===== src/rtl/fetch_sequencer.sv =====
// Fetch/decode/execute control sequencer: walks program memory, holds the instruction register and gates decoder strobes.
// Optional single-step support is compiled in with the SEQ_SINGLE_STEP_EN macro.
module fetch_sequencer #(
    parameter int PC_WIDTH          = 8,
    parameter int PROGRAM_DataWidth = 16,
    parameter int CNT_WIDTH         = 16
) (
    input  logic                         clk,
    input  logic                         reset,
    input  logic                         run,
`ifdef SEQ_SINGLE_STEP_EN
    input  logic                         step,
`endif
    output logic                         prog_rd_en,
    output logic [PC_WIDTH-1:0]          prog_adr,
    input  logic [PROGRAM_DataWidth-1:0] prog_data,
    input  logic                         prog_valid,
    output logic [PROGRAM_DataWidth-1:0] instruction,
    input  logic                         dec_wr_en,
    input  logic                         dec_stat_wr_en,
    input  logic                         dec_cnt_wr_en,
    input  logic                         dec_add_offset,
    input  logic [PC_WIDTH-1:0]          dec_literal_adr,
    output logic                         reg_wr_en,
    output logic                         stat_wr_en,
    output logic [PC_WIDTH-1:0]          pc,
    output logic [1:0]                   state,
    output logic                         retired,
    output logic [CNT_WIDTH-1:0]         retired_cnt
);

    typedef enum logic [1:0] {
        S_IDLE    = 2'b00,
        S_FETCH   = 2'b01,
        S_DECODE  = 2'b10,
        S_EXECUTE = 2'b11
    } state_t;

    state_t                       r_state;
    state_t                       w_state_nxt;
    logic [PC_WIDTH-1:0]          r_pc;
    logic [PC_WIDTH-1:0]          w_pc_nxt;
    logic [PROGRAM_DataWidth-1:0] r_instruction;
    logic [CNT_WIDTH-1:0]         r_retired_cnt;
    logic                         w_load_instr;
    logic                         w_rd_en;
    logic                         w_reg_wr;
    logic                         w_stat_wr;
    logic                         w_retire;
    logic                         w_start;

`ifdef SEQ_SINGLE_STEP_EN
    assign w_start = run & step;
`else
    assign w_start = run;
`endif

    always_comb begin
        w_state_nxt  = r_state;
        w_pc_nxt     = r_pc;
        w_load_instr = 1'b0;
        w_rd_en      = 1'b0;
        w_reg_wr     = 1'b0;
        w_stat_wr    = 1'b0;
        w_retire     = 1'b0;
        case (r_state)
            S_IDLE: begin
                if (w_start)
                    w_state_nxt = S_FETCH;
            end
            S_FETCH: begin
                w_rd_en = 1'b1;
                if (prog_valid) begin
                    w_load_instr = 1'b1;
                    w_state_nxt  = S_DECODE;
                end
            end
            S_DECODE: begin
                w_state_nxt = S_EXECUTE;
            end
            S_EXECUTE: begin
                w_reg_wr  = dec_wr_en;
                w_stat_wr = dec_stat_wr_en;
                w_retire  = 1'b1;
                // Relative jumps rely on modulo wrap of the PC-width adder.
                if (dec_cnt_wr_en && dec_add_offset)
                    w_pc_nxt = r_pc + dec_literal_adr;
                else if (dec_cnt_wr_en)
                    w_pc_nxt = dec_literal_adr;
                else
                    w_pc_nxt = r_pc + PC_WIDTH'(1);
`ifdef SEQ_SINGLE_STEP_EN
                w_state_nxt = S_IDLE;
`else
                w_state_nxt = run ? S_FETCH : S_IDLE;
`endif
            end
            default: begin
                w_state_nxt = S_IDLE;
            end
        endcase
    end

    always_ff @(posedge clk or posedge reset) begin
        if (reset) begin
            r_state       <= S_IDLE;
            r_pc          <= '0;
            r_instruction <= '0;
            r_retired_cnt <= '0;
        end else begin
            r_state <= w_state_nxt;
            r_pc    <= w_pc_nxt;
            if (w_load_instr)
                r_instruction <= prog_data;
            if (w_retire && (r_retired_cnt != {CNT_WIDTH{1'b1}}))
                r_retired_cnt <= r_retired_cnt + CNT_WIDTH'(1);
        end
    end

    // Strobes are also gated by reset so they drop in the same instant reset rises.
    assign prog_rd_en  = w_rd_en   & ~reset;
    assign reg_wr_en   = w_reg_wr  & ~reset;
    assign stat_wr_en  = w_stat_wr & ~reset;
    assign retired     = w_retire  & ~reset;
    assign prog_adr    = r_pc;
    assign pc          = r_pc;
    assign state       = r_state;
    assign instruction = r_instruction;
    assign retired_cnt = r_retired_cnt;

endmodule


===== config.mk =====
export PLATFORM = sky130hd
export DESIGN_NAME = fetch_sequencer
export DESIGN_NICKNAME = d
export VERILOG_FILES = /design/src/rtl/fetch_sequencer.sv
export SDC_FILE = /design/constraint.sdc
export NUM_CORES = 1
export LEC_CHECK = 0
export CORE_MARGIN = 2
export CORE_UTILIZATION = 49
export CTS_CLUSTER_SIZE = 40
export DETAILED_ROUTE_END_ITERATION = 10
export GPL_TIMING_DRIVEN = 0
export PLACE_DENSITY = 0.84
export SYNTH_ARGS = -nofsm -noshare
export SYNTH_HDL_FRONTEND = slang
export SYNTH_SLANG_ARGS = --single-unit
export TNS_END_PERCENT = 30

===== constraint.sdc =====
create_clock -name clk -period 3.93 [get_ports clk]
set_input_delay 0.5895 -clock clk [delete_from_list [all_inputs] [get_ports clk]]
set_output_delay 0.5895 -clock clk [all_outputs]
set_load 0.01 [all_outputs]

==> flow_summary.yaml, run 1 <==
status:
  status: "finished clean"
layout:
  antenna-diode-count: 0
  finalNetCount: 380
  drive_above_1_share_pct: 13.4
  design_area_um2: 3500
  fill_cells: 374
  seq_area_um2: 1050
  finalNonFillerCells: 403
  multi_input_area_um2: 1290
  utilization_pct: 73.1
  syn_to_final_growth_pct: 41.8
sta:
  finalSetupViolations: 0
  rsz0062_at_grt: "no"
  final.period_utilization_pct: 71.1
  final-max-slew-violation-count: 0
  setup_tns_ns: 0
  tightest_slew_ns: 0.454
  relSlewSlack_pct: 69.7
  whs_ns: 0.512
  fin_skew_ns: 0.00523
  hold_violations: 0
  max_freq_mhz: 358
  layout_setup_ws_ns: 1.13
  min_period_ns: 2.80
synth:
  yosys_warnings: 0
  ys.flop_type: "dfrtp_1"
  yosysUniqueCellTypes: 53
  synth.avg_cell_area_um2: 10.2
  synthCells: 243
  yosysTopAreaCellShare_pct: 42.6
  synth_area_leaders: "dfrtp_1, mux2_2, ha_1"
  synthesis.area_um2: 2470
  ys_ff_latch: 42
  synth-seq-area-share_pct: 42.6
  synth_fp_nets: 288
  synth-edff-count: 0
  async_reset_ff_share_pct: 100
  synth_area_leader_cell: "dfrtp_1"
clocking:
  cts.path.max_buffers: 2
  h-tree-depth: 2
  post_cts_resized: 0
  clk_latency_ns: 0.29
  cts.sinks: 42
  cts_tree: "done"
  hold_buffers: 0
  cts_setup_buffers: 0
  cts_made_buffers: 5
  path_clk_slew_ns: 0.08
  cts_root_buf: "clkbuf_8"
global_routing:
  grt_pass1_vias: 2031
  antenna_found_initial: 0
  track_usage_pct: 22.1
  grt_pass1_wl_um: 9500
  grt_overflow: 0
  grt_max_degree: 40
placement:
  place_inst: 395
  port_buffers: 84
  place_area_um2: 3410
  gp_congestion: 0.855
  dp_hpwl_um: 4600
  post-place-ws_ns: 1.12
detailed_routing:
  via_count: 2167
  viasPerCell: 5.38
  final_antenna_net_count: 0
  drc_errors: 0
  routed_wirelength_um: 6030
  drt_iter0_drc: 163
  routedWlPerCell_um: 15.0
  first_pass_iters: 4
power:
  irDropWorstVdd_mv: 0.410
  p_leak_nw: 1.49
  p_total_mw: 2.31
  power_density_nw_per_um2: 661
critical_path:
  path_cells: "clkdlybuf4s50_1 > inv_2 > buf_12 > and3_1 > clkdlybuf4s50_1"
  path_common_cell: "clkdlybuf4s50_1"
  r2r_cells: 8
  endpoint_kind: "output pin"
  crit_type: "input port to output pin"
  cp.buffers_inverters: 4
  worstSetupStartpointType: "input port"
  arrival_ns: 2.21
  critPathSlowestCell: "clkdlybuf4s50_1"
  max_stage_delay_ns: 0.53
  cp.depth: 5
  critPathRequiredTime_ns: 3.34
  critPathMaxFanout: 39
  crit_family: "buffers and inverters"
min_path:
  holdCritPathClass: "register to register"
  holdPathStages: 1
floorplanning:
  die_h_um: 75.0
  io_pins: 86
  num_rows: 25
  initial_core_util_pct: 51.6
  die_w_um: 75.0
  core_um2: 4790
  dieArea_um2: 5620
job:
  cap_violations: 0
## state kept, by name, indices dropped and copies added, names as in the netlist
name / count
instruction: 16
retired_cnt: 16
pc: 8
state: 2
## kinds of logic after synthesis
| kind of cell | share of synthesized area (%) |
|---|---|
| AOI/OAI and AO/OA | 14.9 |
| DFF | 42.6 |
| and+or+nand+nor | 16.6 |
| xor gates and xnor gates | 4.61 |
| adders and majority gates | 6.90 |
| buffers and inverters | 5.22 |
| muxes | 9.23 |
## worst reg2reg max path: stages (launching register included)
cell	delay (ns)
dfrtp_1	0.48
ha_1	0.24
inv_1	0.07
fa_1	0.40
nor2b_1	0.19
o31a_1	0.18
or3_1	0.11
o221ai_1	0.10
o21ai_0	0.17
## synth_stat cells, types with 3 or more instances
master    instances
nand3_1           8
o21a_1            4
and3_1            5
dfrtp_1          42
clkbuf_1          4
nand4_1           6
o21ai_0          11
nand2_1          18
ha_1             12
inv_1            10
buf_4             8
nor2b_1           3
and3_4            3
a21oi_1          20
o211ai_1          3
mux2_2           18
xnor2_1          11
nor2_1           12
a21o_1            3
nand2b_1          5
## final timing paths
path / slack (ns) / startpoint / to
setup / recovery: 1.13 / reset / stat_wr_en
hold / removal: 0.51 / instruction[3] / instruction[3]
setup reg to reg: 1.92 / pc[0] / pc[6]
hold reg to reg: 0.51 / instruction[3] / instruction[3]
max in group asynchronous: 2.91 / reset / pc[2]
min in group asynchronous: 0.59 / reset / state[1]
## area by class of cell
class | count | area share [%]
inverter | 10 | 1.07
clock buffer | 6 | 2.07
buffer | 14 | 2.61
timing repair buffer | 85 | 24.6
multi-input combinational | 177 | 36.8
tap | 67 | 2.40
clock inverter | 2 | 0.393
sequential | 42 | 30.0
## routing by layer
layer	track usage, %	vias to the layer above	wire, um
li1	-	1066	-
met1	28.2	1014	2490
met2	37.9	82	3070
met3	5.22	5	416
met4	5.75	0	44
met5	0	-	0
## layout by cell type, fill, tap and decap left out, types with 2 or more instances in the layout
| master | n |
|---|---|
| clkdlybuf4s50_1 | 84 |
| dfrtp_1 | 42 |
| a21oi_1 | 20 |
| mux2_2 | 18 |
| nand2_1 | 18 |
| nor2_1 | 12 |
| ha_1 | 12 |
| o21ai_0 | 11 |
| xnor2_1 | 11 |
| inv_1 | 9 |
| nand3_1 | 8 |
| buf_4 | 8 |
| nand4_1 | 6 |
| nand2b_1 | 5 |
| clkbuf_1 | 5 |
| and3_1 | 5 |
| clkbuf_8 | 5 |
| o21a_1 | 4 |
| and3_4 | 3 |
| nor2b_1 | 3 |
| o211ai_1 | 3 |
| a21o_1 | 3 |
| o221ai_1 | 2 |
| xor2_1 | 2 |
| a41o_1 | 2 |
| and4_1 | 2 |
## power by group
| group | switching (mW) | internal [mW] |
|---|---|---|
| Combinational | 0.536 | 0.731 |
| Sequential | 0.178 | 0.595 |
| Clock | 0.147 | 0.125 |
Power figures use the tool's default switching activity.
==> run 2: changes to the inputs <==
--- a/config.mk
+++ b/config.mk
@@ -6,11 +6,11 @@
 export NUM_CORES = 1
 export LEC_CHECK = 0
 export CORE_MARGIN = 2
-export CORE_UTILIZATION = 49
+export CORE_UTILIZATION = 45
 export CTS_CLUSTER_SIZE = 40
 export DETAILED_ROUTE_END_ITERATION = 10
 export GPL_TIMING_DRIVEN = 0
-export PLACE_DENSITY = 0.84
+export PLACE_DENSITY = 0.78
 export SYNTH_ARGS = -nofsm -noshare
 export SYNTH_HDL_FRONTEND = slang
 export SYNTH_SLANG_ARGS = --single-unit
==> constraint.sdc (replaced) <==
create_clock -name clk -period 2.6 [get_ports clk]
set_input_delay 0.39 -clock clk [delete_from_list [all_inputs] [get_ports clk]]
set_output_delay 0.39 -clock clk [all_outputs]
set_load 0.01 [all_outputs]
==> run 2 against run 1 <==
  * Power grew 55%
  * Die area grew 8.4%
  * Clock skew shrank 0.0023 ns
  * Worst setup slack lost 0.94 ns
  * Largest cell class unchanged
  * Core utilization shrank 5.4 points
  * Clock power grew 92%
  * Final cell count grew 0.25%
  * Cell area grew 0.75%
  * Combinational power grew 49%
  * Largest power group unchanged
==> flow_summary.yaml, run 2 (same netlist as run 1, synthesis figures left out) <==
floorplanning:
  dieArea_um2: 6090
  core_um2: 5200
  num_rows: 26
  io_pins: 86
  die_h_um: 78.0
  initial_core_util_pct: 47.4
  die_w_um: 78.0
critical_path:
  crit_type: "input port to output pin"
  path_cells: "clkdlybuf4s50_1 > inv_2 > buf_12 > and3_1 > clkdlybuf4s50_1"
  critPathRequiredTime_ns: 2.21
  arrival_ns: 2.01
  critPathSlowestCell: "clkdlybuf4s50_1"
  max_stage_delay_ns: 0.53
  path_common_cell: "clkdlybuf4s50_1"
  endpoint_kind: "output pin"
  worstSetupStartpointType: "input port"
  critPathMaxFanout: 39
clocking:
  cts.path.max_buffers: 2
  cts_tree: "done"
  path_clk_slew_ns: 0.08
  post_cts_resized: 0
  hold_buffers: 0
  cts_made_buffers: 5
  cts_root_buf: "clkbuf_8"
  clk_latency_ns: 0.29
  h-tree-depth: 2
  cts_setup_buffers: 0
  cts.sinks: 42
detailed_routing:
  first_pass_iters: 4
  viasPerCell: 5.32
  routed_wirelength_um: 5910
  via_count: 2151
  routedWlPerCell_um: 14.6
  final_antenna_net_count: 0
  drt_iter0_drc: 84
  drc_errors: 0
power:
  intPower_mw: 2.31
  switching_share_pct: 35.5
  pwr-share-clk_pct: 14.6
  irDropWorstVdd_mv: 0.749
  pwr-share-seq_pct: 32.5
  p_sw_mw: 1.27
  power_density_nw_per_um2: 1020
  p_total_mw: 3.58
  p_leak_nw: 1.50
  combPwrFrac_pct: 52.9
placement:
  dp_hpwl_um: 4570
  place_inst: 398
  place_area_um2: 3420
  gp_congestion: 0.855
  port_buffers: 84
  post-place-ws_ns: 0.167
sta:
  layout_setup_ws_ns: 0.196
  max_freq_mhz: 416
  whs_ns: 0.365
  final-max-slew-violation-count: 0
  hold_violations: 0
  finalSetupViolations: 0
  rsz0062_at_grt: "no"
  fin_skew_ns: 0.00295
  min_period_ns: 2.40
  final.period_utilization_pct: 92.4
  tightest_slew_ns: 0.463
  relSlewSlack_pct: 69.1
layout:
  drive_above_1_share_pct: 13.5
  final_cell_mix: "clkdlybuf4s50_1, dfrtp_1, a21oi_1, mux2_2, nand2_1"
  design_area_um2: 3520
  finalNonFillerCells: 404
  syn_to_final_growth_pct: 42.8
  fill_cells: 417
  finalNetCount: 379
  antenna-diode-count: 0
  final_common_cell: "clkdlybuf4s50_1"
global_routing:
  antenna_found_initial: 0
  grt_pass1_vias: 2183
  grt_overflow: 0
  grt_pass1_wl_um: 10000
  track_usage_pct: 20.8
  grt_max_degree: 40
min_path:
  holdCritPathClass: "input port to asynchronous set/reset pin"
job:
  cap_violations: 0
status:
  status: "finished clean"
-- run 2: per-layer routing --
layer  up-vias  share of wire (%)  track usage [%]  wire length, um
met1      1033                 44             25.6             2610
met5         -                  0                0                0
met4         0                1.0             5.61               59
met3         5                6.5             6.21              387
li1       1053                  -                -                -
met2        60                 48             35.6             2850
-- run 2: cell type report --
cell class / instances / area [um^2] / area share [%]
Tap cell: 70 / 87.6 / 2.48
Buffer: 13 / 87.6 / 2.48
Clock inverter: 1 / 30.0 / 0.852
Multi-Input combinational cell: 177 / 1290 / 36.5
Inverter: 10 / 37.5 / 1.06
Sequential cell: 42 / 1050 / 29.8
Clock buffer: 6 / 82.6 / 2.34
Timing Repair Buffer: 85 / 861 / 24.4
-- run 2: power by group through the flow --
stage / Clock [mW] / Sequential (mW) / Combinational [mW]
floorplan: 0 / 1.24 / 0.935
global placement: 0 / 1.16 / 1.86
detailed placement: 0 / 1.18 / 1.91
CTS: 0.537 / 1.17 / 1.92
global route: 0.567 / 1.22 / 2.08
finish: 0.523 / 1.17 / 1.89
-- run 2: worst paths after layout --
path	slack (ns)	start	endpoint	depth (start not counted)
min reg2reg	0.51	instruction[7]	instruction[7]	1
max reg2reg	0.62	pc[0]	pc[6]	8
min	0.36	reset	pc[6]	2
min in group clk	0.51	instruction[7]	instruction[7]	1
max	0.20	reset	reg_wr_en	5
max in group asynchronous	1.79	reset	instruction[0]	3
-- run 2: per-stage QoR --
step / utilization [%] / TNS, ns
after floorplan: - / 0
after global placement: 65.2 / -1.55
after detailed placement: 65.6 / 0
after CTS: 67.8 / 0
after global routing: 67.7 / 0
final: 67.7 / 0
-- run 2: critical path, delay by kind of cell --
| family | cells | cell delay [ns] |
|---|---|---|
| AND/OR/NAND/NOR | 1 | 0.20 |
| buffers and inverters | 4 | 1.41 |
